File: config.mk
export PLATFORM = sky130hd
export DESIGN_NAME = md_init_sequencer
export DESIGN_NICKNAME = d
export VERILOG_FILES = /design/src/rtl/md_init_sequencer.sv
export SDC_FILE = /design/constraint.sdc
export NUM_CORES = 1
export LEC_CHECK = 0
export ABC_AREA = 1
export ABC_CLOCK_PERIOD_IN_PS = 19000
export BUFFER_PORTS_ARGS = -buffer_cell sky130_fd_sc_hd__buf_2
export CORE_AREA = 5 5 413 415
export DETAILED_ROUTE_END_ITERATION = 12
export DIE_AREA = 0 0 418 420
export GPL_TIMING_DRIVEN = 1
export PLACE_DENSITY = 0.43
export SKIP_CTS_REPAIR_TIMING = 1
export SLEW_MARGIN = 10
export SYNTH_ARGS = -nofsm -noshare
export SYNTH_HDL_FRONTEND = slang
export SYNTH_SLANG_ARGS = --single-unit
File: constraint.sdc
create_clock -name clk -period 19 [get_ports clk]
set_input_delay 0.95 -clock clk [delete_from_list [all_inputs] [get_ports clk]]
set_output_delay 0.95 -clock clk [all_outputs]
set_load 0.01 [all_outputs]
File: src/rtl/md_init_sequencer.sv
// Init-bank upload sequencer: forwards host stream beats step by step,
// inserting a three-cycle gap around every step-index change.
module md_init_sequencer #(
    parameter int NUM_INIT_STEPS    = 4,
    parameter int INIT_STEP_WIDTH   = 2,
    parameter int AXIS_TDATA_WIDTH  = 512,
    parameter int PARTICLE_ID_WIDTH = 9
) (
    input  logic                                        clk,
    input  logic                                        rst,
    input  logic                                        i_start,
    input  logic                                        i_abort,
    input  logic [NUM_INIT_STEPS*PARTICLE_ID_WIDTH-1:0] i_step_count,
    input  logic [AXIS_TDATA_WIDTH-1:0]                 s_axis_tdata,
    input  logic                                        s_axis_tvalid,
    output logic                                        s_axis_tready,
    output logic [AXIS_TDATA_WIDTH-1:0]                 o_init_tdata,
    output logic                                        o_init_tvalid,
    output logic [INIT_STEP_WIDTH-1:0]                  o_init_step,
    output logic                                        o_busy,
    output logic                                        o_init_done
);

    typedef enum logic [1:0] {
        IDLE,
        LOAD,
        GAP,
        DONE
    } state_t;

    localparam int CW = NUM_INIT_STEPS * PARTICLE_ID_WIDTH;
    localparam logic [INIT_STEP_WIDTH-1:0] LAST_STEP =
        INIT_STEP_WIDTH'(NUM_INIT_STEPS - 1);

    state_t                       state_q, state_d;
    logic [INIT_STEP_WIDTH-1:0]   step_q, step_d;
    logic [PARTICLE_ID_WIDTH-1:0] beat_q, beat_d;
    logic [PARTICLE_ID_WIDTH-1:0] cur_cnt;
    logic [1:0]                   gap_q, gap_d;
    logic                         final_q, final_d;
    logic [CW-1:0]                counts_q;
    logic                         hs;
    logic                         last_beat;
    logic                         empty_step;

    assign cur_cnt    = counts_q[step_q*PARTICLE_ID_WIDTH +: PARTICLE_ID_WIDTH];
    assign empty_step = (cur_cnt == '0);

    // An empty step never raises tready, so no beat can slip in.
    assign s_axis_tready = (state_q == LOAD) && !empty_step;
    assign hs            = s_axis_tvalid && s_axis_tready;
    assign last_beat     = hs && (beat_q == cur_cnt - 1'b1);

    assign o_busy      = (state_q == LOAD) || (state_q == GAP);
    assign o_init_done = (state_q == DONE);
    assign o_init_step = step_q;

    always_comb begin
        state_d = state_q;
        step_d  = step_q;
        beat_d  = beat_q;
        gap_d   = gap_q;
        final_d = final_q;
        unique case (state_q)
            IDLE: begin
                if (i_start) begin
                    state_d = LOAD;
                    step_d  = '0;
                    beat_d  = '0;
                end
            end
            LOAD: begin
                if (i_abort) begin
                    state_d = IDLE;
                    step_d  = '0;
                    beat_d  = '0;
                end else if (empty_step || last_beat) begin
                    state_d = GAP;
                    beat_d  = '0;
                    gap_d   = '0;
                end else if (hs) begin
                    beat_d = beat_q + 1'b1;
                end
            end
            GAP: begin
                if (i_abort) begin
                    state_d = IDLE;
                    step_d  = '0;
                    beat_d  = '0;
                end else begin
                    gap_d = gap_q + 2'd1;
                    // Step advances after the first gap cycle,
                    // once the last beat of the old step is out.
                    if (gap_q == 2'd0) begin
                        final_d = (step_q == LAST_STEP);
                        if (step_q != LAST_STEP) begin
                            step_d = step_q + 1'b1;
                        end
                    end
                    if (gap_q == 2'd2) begin
                        state_d = final_q ? DONE : LOAD;
                        beat_d  = '0;
                    end
                end
            end
            DONE: begin
                state_d = IDLE;
                step_d  = '0;
            end
            default: begin
                state_d = IDLE;
                step_d  = '0;
                beat_d  = '0;
            end
        endcase
    end

    always_ff @(posedge clk or posedge rst) begin
        if (rst) begin
            state_q       <= IDLE;
            step_q        <= '0;
            beat_q        <= '0;
            gap_q         <= '0;
            final_q       <= 1'b0;
            counts_q      <= '0;
            o_init_tvalid <= 1'b0;
            o_init_tdata  <= '0;
        end else begin
            state_q       <= state_d;
            step_q        <= step_d;
            beat_q        <= beat_d;
            gap_q         <= gap_d;
            final_q       <= final_d;
            o_init_tvalid <= hs;
            if (hs) begin
                o_init_tdata <= s_axis_tdata;
            end
            if ((state_q == IDLE) && i_start) begin
                counts_q <= i_step_count;
            end
        end
    end

endmodule

Word-level counts from Yosys, hierarchy flattened. Cells that the tools add are included.

Output and inout bits: 518. Word-level logic and storage cells: 73. Bits of input ports: 553. Register bits: 565.

Shifts and indexed selects: 1. Muxes and demuxes: 24. Add/subtract/negate cells: 4. Equality and inequality tests: 17. Multipliers: 1. Bitwise operators: 1. Reductions and logical operators: 17.

Operators by type and width (count): $mux W9 (6); $shiftx A36 B7 Y9 (1); $mux W2 (14); $pmux W9 S3 (1); $pmux W2 S4 (2); $ne A3 B2 Y1 const B (4); $reduce_and A4 Y1 (3); $ne A2 B2 Y1 const B (5); $add A9 B1 Y9 const B (1); $eq A9 B9 Y1 (1); $logic_not A9 Y1 (1); $sub A9 B1 Y9 const B (1); $eq A2 B2 Y1 const B (4); $mul A2 B4 Y6 const B (1); $reduce_and A3 Y1 (2); $add A2 B1 Y2 const B (2); $logic_and A1 B1 Y1 (4); $logic_not A2 Y1 (2); $ne A4 B3 Y1 const B (1); $pmux W2 S2 (1); $reduce_bool A3 Y1 (1); $eq A2 B1 Y1 const B (1); $logic_or A1 B1 Y1 (2); $ne A2 B1 Y1 const B (1); 3 further kinds (3).

Longest topological paths before layout. Gate-level depths: netlist of the first run.

Word-level depth: 11. Mapped depth: 19.

Worst setup path before layout of the first run. Ideal clock, no wire load.

Path type: reg-to-output. From: register step_q[0], in the netlist o_init_step[0]. To: output s_axis_tready. Arrival: 1.547 ns. Slack: 16.503 ns. Stages on the path, launching flop included: 12. Path buffers: 2. Path through: dfrtp_1 buf_4 buf_4 nand2_1 nand3_1 nand2_1 ha_1 nand2_1 nor2_2 nand2_4 nand2_1 inv_1.

Word-level cells in the longest chain between the ends: 5.

Ends and longest elaborated chain: start, declared (RTL line 36) `logic [INIT_STEP_WIDTH-1:0] step_q, step_d;`; start signal, assigned (RTL line 130) `step_q <= step_d;`; $mul A2 B4 Y6 (RTL line 46) `assign cur_cnt = counts_q[step_q*PARTICLE_ID_WIDTH +: PARTICLE_ID_WIDTH];`; $shiftx A36 B7 Y9 (RTL line 46); $logic_not A9 Y1 (RTL line 47) `assign empty_step = (cur_cnt == '0);`; $logic_not A1 Y1 (RTL line 50) `assign s_axis_tready = (state_q == LOAD) && !empty_step;`; $logic_and A1 B1 Y1 (RTL line 50); end, declared (RTL line 16) `output logic s_axis_tready,`.

No other way between the ends.

Worst setup path after layout of the first run.
From: register step_q[0], in the netlist o_init_step[0]. To: register o_init_tdata[443].

Word-level cells in the longest chain between the ends: 6.

Ends and longest elaborated chain: $mul A2 B4 Y6 (RTL line 46); $shiftx A36 B7 Y9 (RTL line 46); $logic_not A9 Y1 (RTL line 47); $logic_not A1 Y1 (RTL line 50); $logic_and A1 B1 Y1 (RTL line 50); $logic_and A1 B1 Y1 (RTL line 51) `assign hs = s_axis_tvalid && s_axis_tready;`; end signal, assigned (RTL line 136) `o_init_tdata <= s_axis_tdata;`; end, declared (RTL line 17) `output logic [AXIS_TDATA_WIDTH-1:0] o_init_tdata,`.

No other way between the ends. A chain may end at the register's enable or synchronous reset.

==> out/results.txt, run 1 <==
Ranked by total cell area, the synthesized netlist is headed by sky130_fd_sc_hd__dfrtp_1 63%, sky130_fd_sc_hd__nand2_1 27%, sky130_fd_sc_hd__mux2_2 1.8%, sky130_fd_sc_hd__buf_6 1.7%, sky130_fd_sc_hd__buf_2 1.3%. Dividing the final minimum period by the clock period gives 29.6%. The worst hold path class is in2async. After synthesis, flip-flops and latches occupy 63.0% of the total area. The floorplan die height works out to 420 um. The Yosys step of the flow raised 0 warnings.

The setup clock skew after layout is 0.0291 ns, and the global-route wire length before repair is 166000 um. The post-detailed-route count of antenna-violating nets is 0. The initial utilization of the core area, before any placement, comes to 13.5%. The initial antenna violation count came out at 75. The die covers 176000 um^2. For the number of iterations in the first detailed-routing pass, the log shows 5. Power spread over the standard cell area amounts to 179 nW/um^2. Entering global routing, the biggest net connects 174 pins. Subtracting the final worst setup slack from the clock period gives 5.62 ns. The critical path required time was 19.60 ns. The largest buffer count on any clock path was 3. Setup repair after global routing left no endpoint under its margin. Of the cells placed in the final design, the portion with a size suffix greater than 1 is 35.0%. The H-tree was split into 3 levels. The biggest area consumer among synthesized cells was sky130_fd_sc_hd__dfrtp_1. Data arrives at the worst endpoint at 6.23 ns.

Reg-to-reg startpoint: o_init_step[0]. In this run the tightest slew margin relative to its limit is 32.8%. The logic depth of the worst register-to-register path came out at 16. During placement, the flow inserted port buffers numbering 1070. The total wire length after detailed routing was 124000 um; the flip-flop and latch count after synthesis was 565. Count of standard-cell rows: 150. TritonCTS built the clock tree.

The logs give 0 for the final number of max-transition violations and 22400 um^2 for the area of the mapped netlist. Number of failing hold endpoints at the final stage: 0. In this run the horizontal extent of the chip is 418 um. For the later-pin clock latency in the skew report, the log shows 0.67 ns. Ranked by instance count, the synthesized netlist is headed by 1640 x sky130_fd_sc_hd__nand2_1, 565 x sky130_fd_sc_hd__dfrtp_1, 58 x sky130_fd_sc_hd__buf_2. Count of max-cap constraint violations: 0. Once detailed placement completed, the half-perimeter wirelength came to 98200 um. The most common cell in the synthesized netlist is sky130_fd_sc_hd__nand2_1. The most used flip-flop cell after synthesis is sky130_fd_sc_hd__dfrtp_1. Of all nets on the critical path, the largest fanout is 147. For this run, the post-layout net count is 4123. In this run the critical register-to-register path is captured at o_init_tdata[443]. The clock net sink count is 565, and the average routed wire per standard cell is 21.2 um. For the number of nets produced by synthesis, the log shows 3077. The logs give 0 for the sum of overflow across all layers after global routing and 166000 um^2 for the core outline area.

The cell sitting at the root of the clock tree is a sky130_fd_sc_hd__clkbuf_16. After detailed routing, the number of remaining DRC violations is 0. In the global route stage, overall resource usage came out at 13.4%. Number of enable flip-flop cells after synthesis: 0. For the starting DRC count in detailed routing, the log shows 1413.

The logs give 20331 for the number of global-route vias before repair and 0.365 ns for the smallest hold slack. After filler insertion, the fill cell instance count of the layout stands at 18844. The post-synthesis to final-layout area growth came out at 45.1%. The nature of the critical path startpoint was a register. Synthesis handed over a netlist of 2512 instances. Dividing the detail-routed via count by the number of cells gives 3.54. By startpoint and endpoint, the worst setup path is classified as reg2reg. The capture point of the worst path is o_init_tdata[443]. For the pin with the worst max-slew slack, the measured transition is 1.01 ns.

The tools report the static leakage as 18.1 nW. After routing, the total negative slack on setup checks comes to 0 ns. The top-area cell type share of the netlist area is 63.0%. The type of destination of the critical path is a register. 1071 I/O pins were placed. For this run, asynchronously set or reset flops after synthesis account for 100%. The most critical setup path has its startpoint at o_init_step[0]. For the maximum clock frequency, the log shows 178 MHz. The weighted congestion reported at the end of routability-driven placement was 0.897. The flow ran to the end, and the final reports show no timing, DRC or antenna violations. The tools report the flop-to-flop setup slack as 13.38 ns. Via count of the routed design: 20660. Clock-pin slew was measured on the worst setup and hold paths at 0.06 ns.

The synthesized netlist contains 28 unique library cells. The post-synthesis area per instance is 8.93 um^2. The tools report the largest voltage drop on the vdd net as 71.2 uV. Counting the buffers created by CTS gives 76.

Setup violations remaining at the end of the flow were counted as 0.
registers in the layout (all words and copies together) (netlist names):
signal,cells
gap_q,2
final_q,1
o_init_step,2
beat_q,9
o_init_tdata,512
state_q,2
counts_q,36
o_init_tvalid,1
worst max-delay path, cell delays in order (launching register included):
cell and delay (ns):
sky130_fd_sc_hd__dfrtp_1 0.35, sky130_fd_sc_hd__buf_4 0.21, sky130_fd_sc_hd__inv_2 0.28, sky130_fd_sc_hd__nand2_1 0.10, sky130_fd_sc_hd__nand3_1 0.09, sky130_fd_sc_hd__nand2_1 0.13
sky130_fd_sc_hd__ha_1 0.22, sky130_fd_sc_hd__nand2_1 0.07, sky130_fd_sc_hd__nor2_2 0.06, sky130_fd_sc_hd__nand2_4 0.10, sky130_fd_sc_hd__nand3_4 0.57, sky130_fd_sc_hd__inv_8 0.90
sky130_fd_sc_hd__buf_4 0.64, sky130_fd_sc_hd__buf_4 0.64, sky130_fd_sc_hd__buf_4 0.75, sky130_fd_sc_hd__nand2_1 0.15, sky130_fd_sc_hd__nand2_1 0.09
routing by layer:
metal,track usage (%),routed length [um],vias to the layer above
li1,-,-,9756
met1,16.9,51800,9928
met2,21.9,59100,708
met3,4.67,9430,220
met4,3.12,3090,48
met5,0,329,-
cell type report:
class / instances / area (um^2) / area share, %
diodes: 22 / 55.1 / 0.169
inverters: 36 / 150 / 0.461
repair buffers: 1090 / 5530 / 17.0
clock inverters: 31 / 418 / 1.28
flip-flops and latches: 565 / 14100 / 43.4
clock buffers: 106 / 2220 / 6.81
well taps: 2204 / 2760 / 8.47
multi-input cells: 1789 / 7300 / 22.4
per-stage QoR:
step	instances	area, um^2	utilization, %	setup WS (ns)	power, W
floorplan	2512	22400	-	2.25	0.00323
global placement	5684	29900	18.0	13.34	0.00438
CTS	5821	32500	19.6	13.24	0.00598
detailed placement	5684	29900	18.0	13.28	0.00439
finish	5843	32600	19.6	13.38	0.00584
global route	5824	32500	19.6	12.75	0.00624
kinds of logic after synthesis:
| logic type | count (synthesis) | synth area share (%) |
|---|---|---|
| mux | 36 | 1.81 |
| xor+xnor | 8 | 0.312 |
| compound gates | 22 | 0.530 |
| flops | 565 | 63.0 |
| fa+ha+maj | 12 | 0.669 |
| simple gates | 1711 | 29.2 |
| buf+inv | 158 | 4.49 |
power breakdown:
| part | switching (W) | internal (W) |
|---|---|---|
| clock | 0.000601 | 0.000928 |
| sequential | 0.000329 | 0.00177 |
| combinational | 0.00147 | 0.000752 |
cells in the final DEF (no fill, tap or decap):
cell	n
sky130_fd_sc_hd__nand2_1	1640
sky130_fd_sc_hd__buf_2	1070
sky130_fd_sc_hd__dfrtp_1	565
sky130_fd_sc_hd__clkbuf_16	79
sky130_fd_sc_hd__nand3_1	43
sky130_fd_sc_hd__mux2_2	36
sky130_fd_sc_hd__inv_1	32
sky130_fd_sc_hd__diode_2	22
sky130_fd_sc_hd__buf_4	18
sky130_fd_sc_hd__clkbuf_8	14
sky130_fd_sc_hd__clkbuf_1	13
sky130_fd_sc_hd__nor2_1	12
sky130_fd_sc_hd__ha_1	12
sky130_fd_sc_hd__a21oi_1	11
sky130_fd_sc_hd__clkinv_2	11
sky130_fd_sc_hd__o21ai_0	8
sky130_fd_sc_hd__bufinv_16	8
sky130_fd_sc_hd__xor2_1	7
sky130_fd_sc_hd__clkinvlp_4	4
sky130_fd_sc_hd__nand3b_1	3
sky130_fd_sc_hd__clkinv_4	3
sky130_fd_sc_hd__inv_6	3
sky130_fd_sc_hd__inv_2	2
sky130_fd_sc_hd__nand2_2	2
sky130_fd_sc_hd__nor2_4	2
sky130_fd_sc_hd__nor2_2	2
sky130_fd_sc_hd__inv_8	2
sky130_fd_sc_hd__nand3_2	2
sky130_fd_sc_hd__nor3_1	2
sky130_fd_sc_hd__inv_16	2
sky130_fd_sc_hd__buf_12	2
sky130_fd_sc_hd__nand2_4	1
sky130_fd_sc_hd__nand3_4	1
sky130_fd_sc_hd__o31ai_1	1
sky130_fd_sc_hd__xnor2_1	1
sky130_fd_sc_hd__a21oi_2	1
sky130_fd_sc_hd__o21bai_1	1
sky130_fd_sc_hd__or2_2	1
worst min path at each step:
stage | endpoint | from | slack [ns]
5_1_grt | o_init_tdata[335] | rst | 0.34
3_3_place_gp | o_init_tdata[301] | o_init_tdata[301] | 0.46
4_1_cts | o_init_tdata[347] | rst | 0.29
3_5_place_dp | o_init_tdata[52] | o_init_tdata[52] | 0.46
2_1_floorplan | gap_q[0] | gap_q[0] | 0.46
6_report | o_init_tdata[347] | rst | 0.36
No activity file was read; power rests on OpenSTA's default activity.
==> inputs of run 2 (changes only) <==
Settings changed: ABC_CLOCK_PERIOD_IN_PS 19000 to 5450.
Clock period 19 ns to 5.45 ns, I/O delays scaled along.
==> run 2 against run 1 <==
Net effect: core utilization is 3.3 points higher; clock power grew to 3.2 times the previous value; critical path depth is 3 lower; die area stayed put; critical path type unchanged; largest cell class unchanged.
==> out/results.txt, run 2 (synthesis gave the netlist of run 1 again) <==
For the placed cell count, the log shows 5702 (+0.32%). The tightest min-delay check is of the in2reg type. For the starting DRC count in detailed routing, the log shows 1691 (+20%). Among the stages of the critical path, the cell type that occurs most often is sky130_fd_sc_hd__nand2_1.

The average routed wire per standard cell was 19.3 um (-8.6%); the clock net sink count was 565 (unchanged). The estimated wirelength of the detail-placed design is 95900 um (-2.3%). Leaving out fill and tap cells, the most frequent cells in the layout are 1640 x sky130_fd_sc_hd__nand2_1, 1070 x sky130_fd_sc_hd__buf_2, 565 x sky130_fd_sc_hd__dfrtp_1. Ratio of final minimum period to clock period: 68.3% (+39 points). The run gives 24.0% (-2.2 points) as the share of total power in the clock network. DRC violation count after routing: 0 (unchanged).

The post-synthesis to final-layout area growth was 69.5%; the deepest level of the CTS H-tree was 3 (unchanged). Number of fill cells in the layout: 18416 (-2.3%). The run gives 20.4 nW (+13%) as the static leakage. The cell family contributing the most delay on the critical path is buffers and inverters. The commonest non-fill, non-tap cell in the layout was sky130_fd_sc_hd__nand2_1. The later-pin clock latency in the skew report was 0.67 ns (about the same). STA classifies the critical path startpoint as a register.

The share of total power in combinational logic came out at 39.5% (+1.5 points). The critical path in this run is classified as reg2reg. The number of iterations in the first detailed-routing pass is 6 (+1). The largest stage delay on the critical path was 0.72 ns (-0.18 ns).

The transition at the pin with the smallest max-transition slack is 1.01 ns (+0.00476 ns). The largest registers in the layout are o_init_tdata: 512 flops, counts_q: 36 flops, beat_q: 9 flops. Internal power contribution: 0.0119 W (+250%). The final critical-path required period was 3.72 ns (-1.90 ns).

The share of layout cells above drive strength 1 was 30.4% (-4.6 points); the total wire length after detailed routing was 124000 um (about the same). Setup repair after global routing left no endpoint under its margin. The floorplan die height was 420 um (unchanged); the largest buffer count on any clock path was 3 (unchanged).

Power share of the sequential group: 36.6% (+0.7 points). The number of buffers created by CTS was 74 (-2.6%). The signal on the critical path passes through inv_2 > nand2_1 > nand3_1 > nand2_1 > ha_1 > nand2_1 > nor2_2 > nand2_4 > nand3_4 > inv_8 > buf_4 > nand2_1 > nand2_1. The run gives 0.898 (about the same) as the weighted congestion reported at the end of routability-driven placement. The type of destination of the critical path is a register.

The detail-routed via count per cell came out at 3.59 (+1.5%). The power density over the cells is 537 nW/um^2 (+200%). The largest voltage drop on the vdd net is 233 uV (+230%). The critical path required time came out at 6.04 ns (-13.56 ns). TritonCTS built the clock tree.

The pin count of the biggest net entering global routing is 166 (-4.6%). The maximum net fanout on the critical path came out at 107 (-27%). The final core utilization was 22.9% (+3.3 points); the number of global-route vias before repair was 20342 (+0.054%).

The final net count is 4688 (+14%). The run gives 0.0204 W (+250%) as the total power draw. Switching portion of total power: 41.6% (+0.53 points). The sequential cell area is 14100 um^2 (unchanged), and the total net switching power is 0.00849 W (+250%). Count of standard-cell rows: 150 (unchanged).

The clock root buffer master is sky130_fd_sc_hd__clkbuf_16. The tools report the initial core utilization as 13.5% (unchanged). I/O pin count: 1071 (unchanged). The area of the multi-input gates is 7300 um^2 (unchanged). The number of failing hold endpoints at the final stage is 0 (unchanged). The floorplan die area was 176000 um^2 (unchanged); the floorplan die width was 418 um (unchanged).

The worst path buffer plus inverter count works out to 3 (-3). The pre-CTS setup slack is 1.69 ns (-11.59 ns). The count of endpoints failing setup in the final report is 0 (unchanged), and the relative max-transition margin is 32.5% (-0.32 points). The tools report the count of max-cap constraint violations as 0 (unchanged). The tools report the via count of the routed design as 22970 (+11%). The final number of max-transition violations was 0 (unchanged). The clock transition time at the flip-flop clock pins of the worst setup and hold paths is 0.06 ns (about the same), and the data arrival time of the critical path is 4.31 ns (-1.92 ns).

Sum of negative setup slack: 0 ns (unchanged). The total of buffers placed on input and output ports works out to 1070 (unchanged). For the final worst slack, the log shows 1.73 ns (-11.65 ns). The register with the most flip-flops in the final layout is o_init_tdata. The tools report the setup clock skew after layout as 0.0378 ns (+0.00865 ns). The tools report the non-filler instance count after layout as 6399 (+9.5%). The flow ran to the end, and the final reports show no timing, DRC or antenna violations. The global-route wire length before repair is 162000 um (-2.4%).

The initial antenna violation count came out at 39 (-48%). Sum of overflow across all layers after global routing: 0 (unchanged). The core outline area was 166000 um^2 (unchanged).

The total routing usage reported by global routing is 12.9% (-0.45 points), and the number of flip-flops in the largest register is 512 (unchanged). The maximum clock frequency is 269 MHz (+51%). The slowest stage of the critical path is the sky130_fd_sc_hd__inv_8 cell. The run gives 0 (unchanged) as the post-detailed-route count of antenna-violating nets.
==> run 2: area by class of cell <==
class                   count  share of cell area (%)
clock buffers             107                    5.59
diodes                     18                   0.118
inverters                  36                   0.385
well taps                2204                    7.25
multi-input cells        1789                    19.2
clock inverters            23                   0.707
flip-flops and latches    565                    37.2
repair buffers           1657                    29.6
==> run 2: metal layers <==
metal	GRT usage (%)	share of wire [%]	wire length (um)
met2	21.5	49	60200
met1	16.9	44	54400
met4	2.74	1.8	2200
met3	3.36	5.6	6970
met5	0	0.029	36
==> run 2: path summary, 6_finish.rpt <==
kind | from | endpoint | slack, ns | cells after the start
setup / recovery | o_init_step[0] | o_init_tdata[107] | 1.73 | 13
hold / removal | i_abort | o_init_step[0] | 0.04 | 4
setup reg to reg | o_init_step[0] | o_init_tdata[107] | 1.73 | 13
hold reg to reg | o_init_tdata[49] | o_init_tdata[49] | 0.47 | 2
max in group asynchronous | rst | o_init_tdata[218] | 3.83 | 4
min in group asynchronous | rst | o_init_tdata[444] | 0.33 | 3
==> run 2: power groups by stage <==
stage	clock (W)	combinational, W	sequential, W
finish	0.00489	0.00806	0.00747
global route	0.00523	0.00883	0.00770
global placement	0	0.00784	0.00751
CTS	0.00510	0.00793	0.00746
detailed placement	0	0.00790	0.00748
floorplan	0	0.00322	0.00804
==> run 2: worst reg2reg max path: stages, from the launching register on <==
cell and delay, ns:
sky130_fd_sc_hd__dfrtp_1 0.64, sky130_fd_sc_hd__inv_2 0.38, sky130_fd_sc_hd__nand2_1 0.09, sky130_fd_sc_hd__nand3_1 0.08, sky130_fd_sc_hd__nand2_1 0.13, sky130_fd_sc_hd__ha_1 0.22, sky130_fd_sc_hd__nand2_1 0.08, sky130_fd_sc_hd__nor2_2 0.06
sky130_fd_sc_hd__nand2_4 0.10, sky130_fd_sc_hd__nand3_4 0.35, sky130_fd_sc_hd__inv_8 0.73, sky130_fd_sc_hd__buf_4 0.59, sky130_fd_sc_hd__nand2_1 0.14, sky130_fd_sc_hd__nand2_1 0.08
==> run 2: per-stage QoR <==
stage          hold WS, ns  instance area, um^2
3_3_place_gp         0.457                30100
4_1_cts             -0.307                32500
6_report            0.0431                38000
3_5_place_dp         0.459                30100
5_1_grt            0.00886                38000
2_1_floorplan        0.382                22400
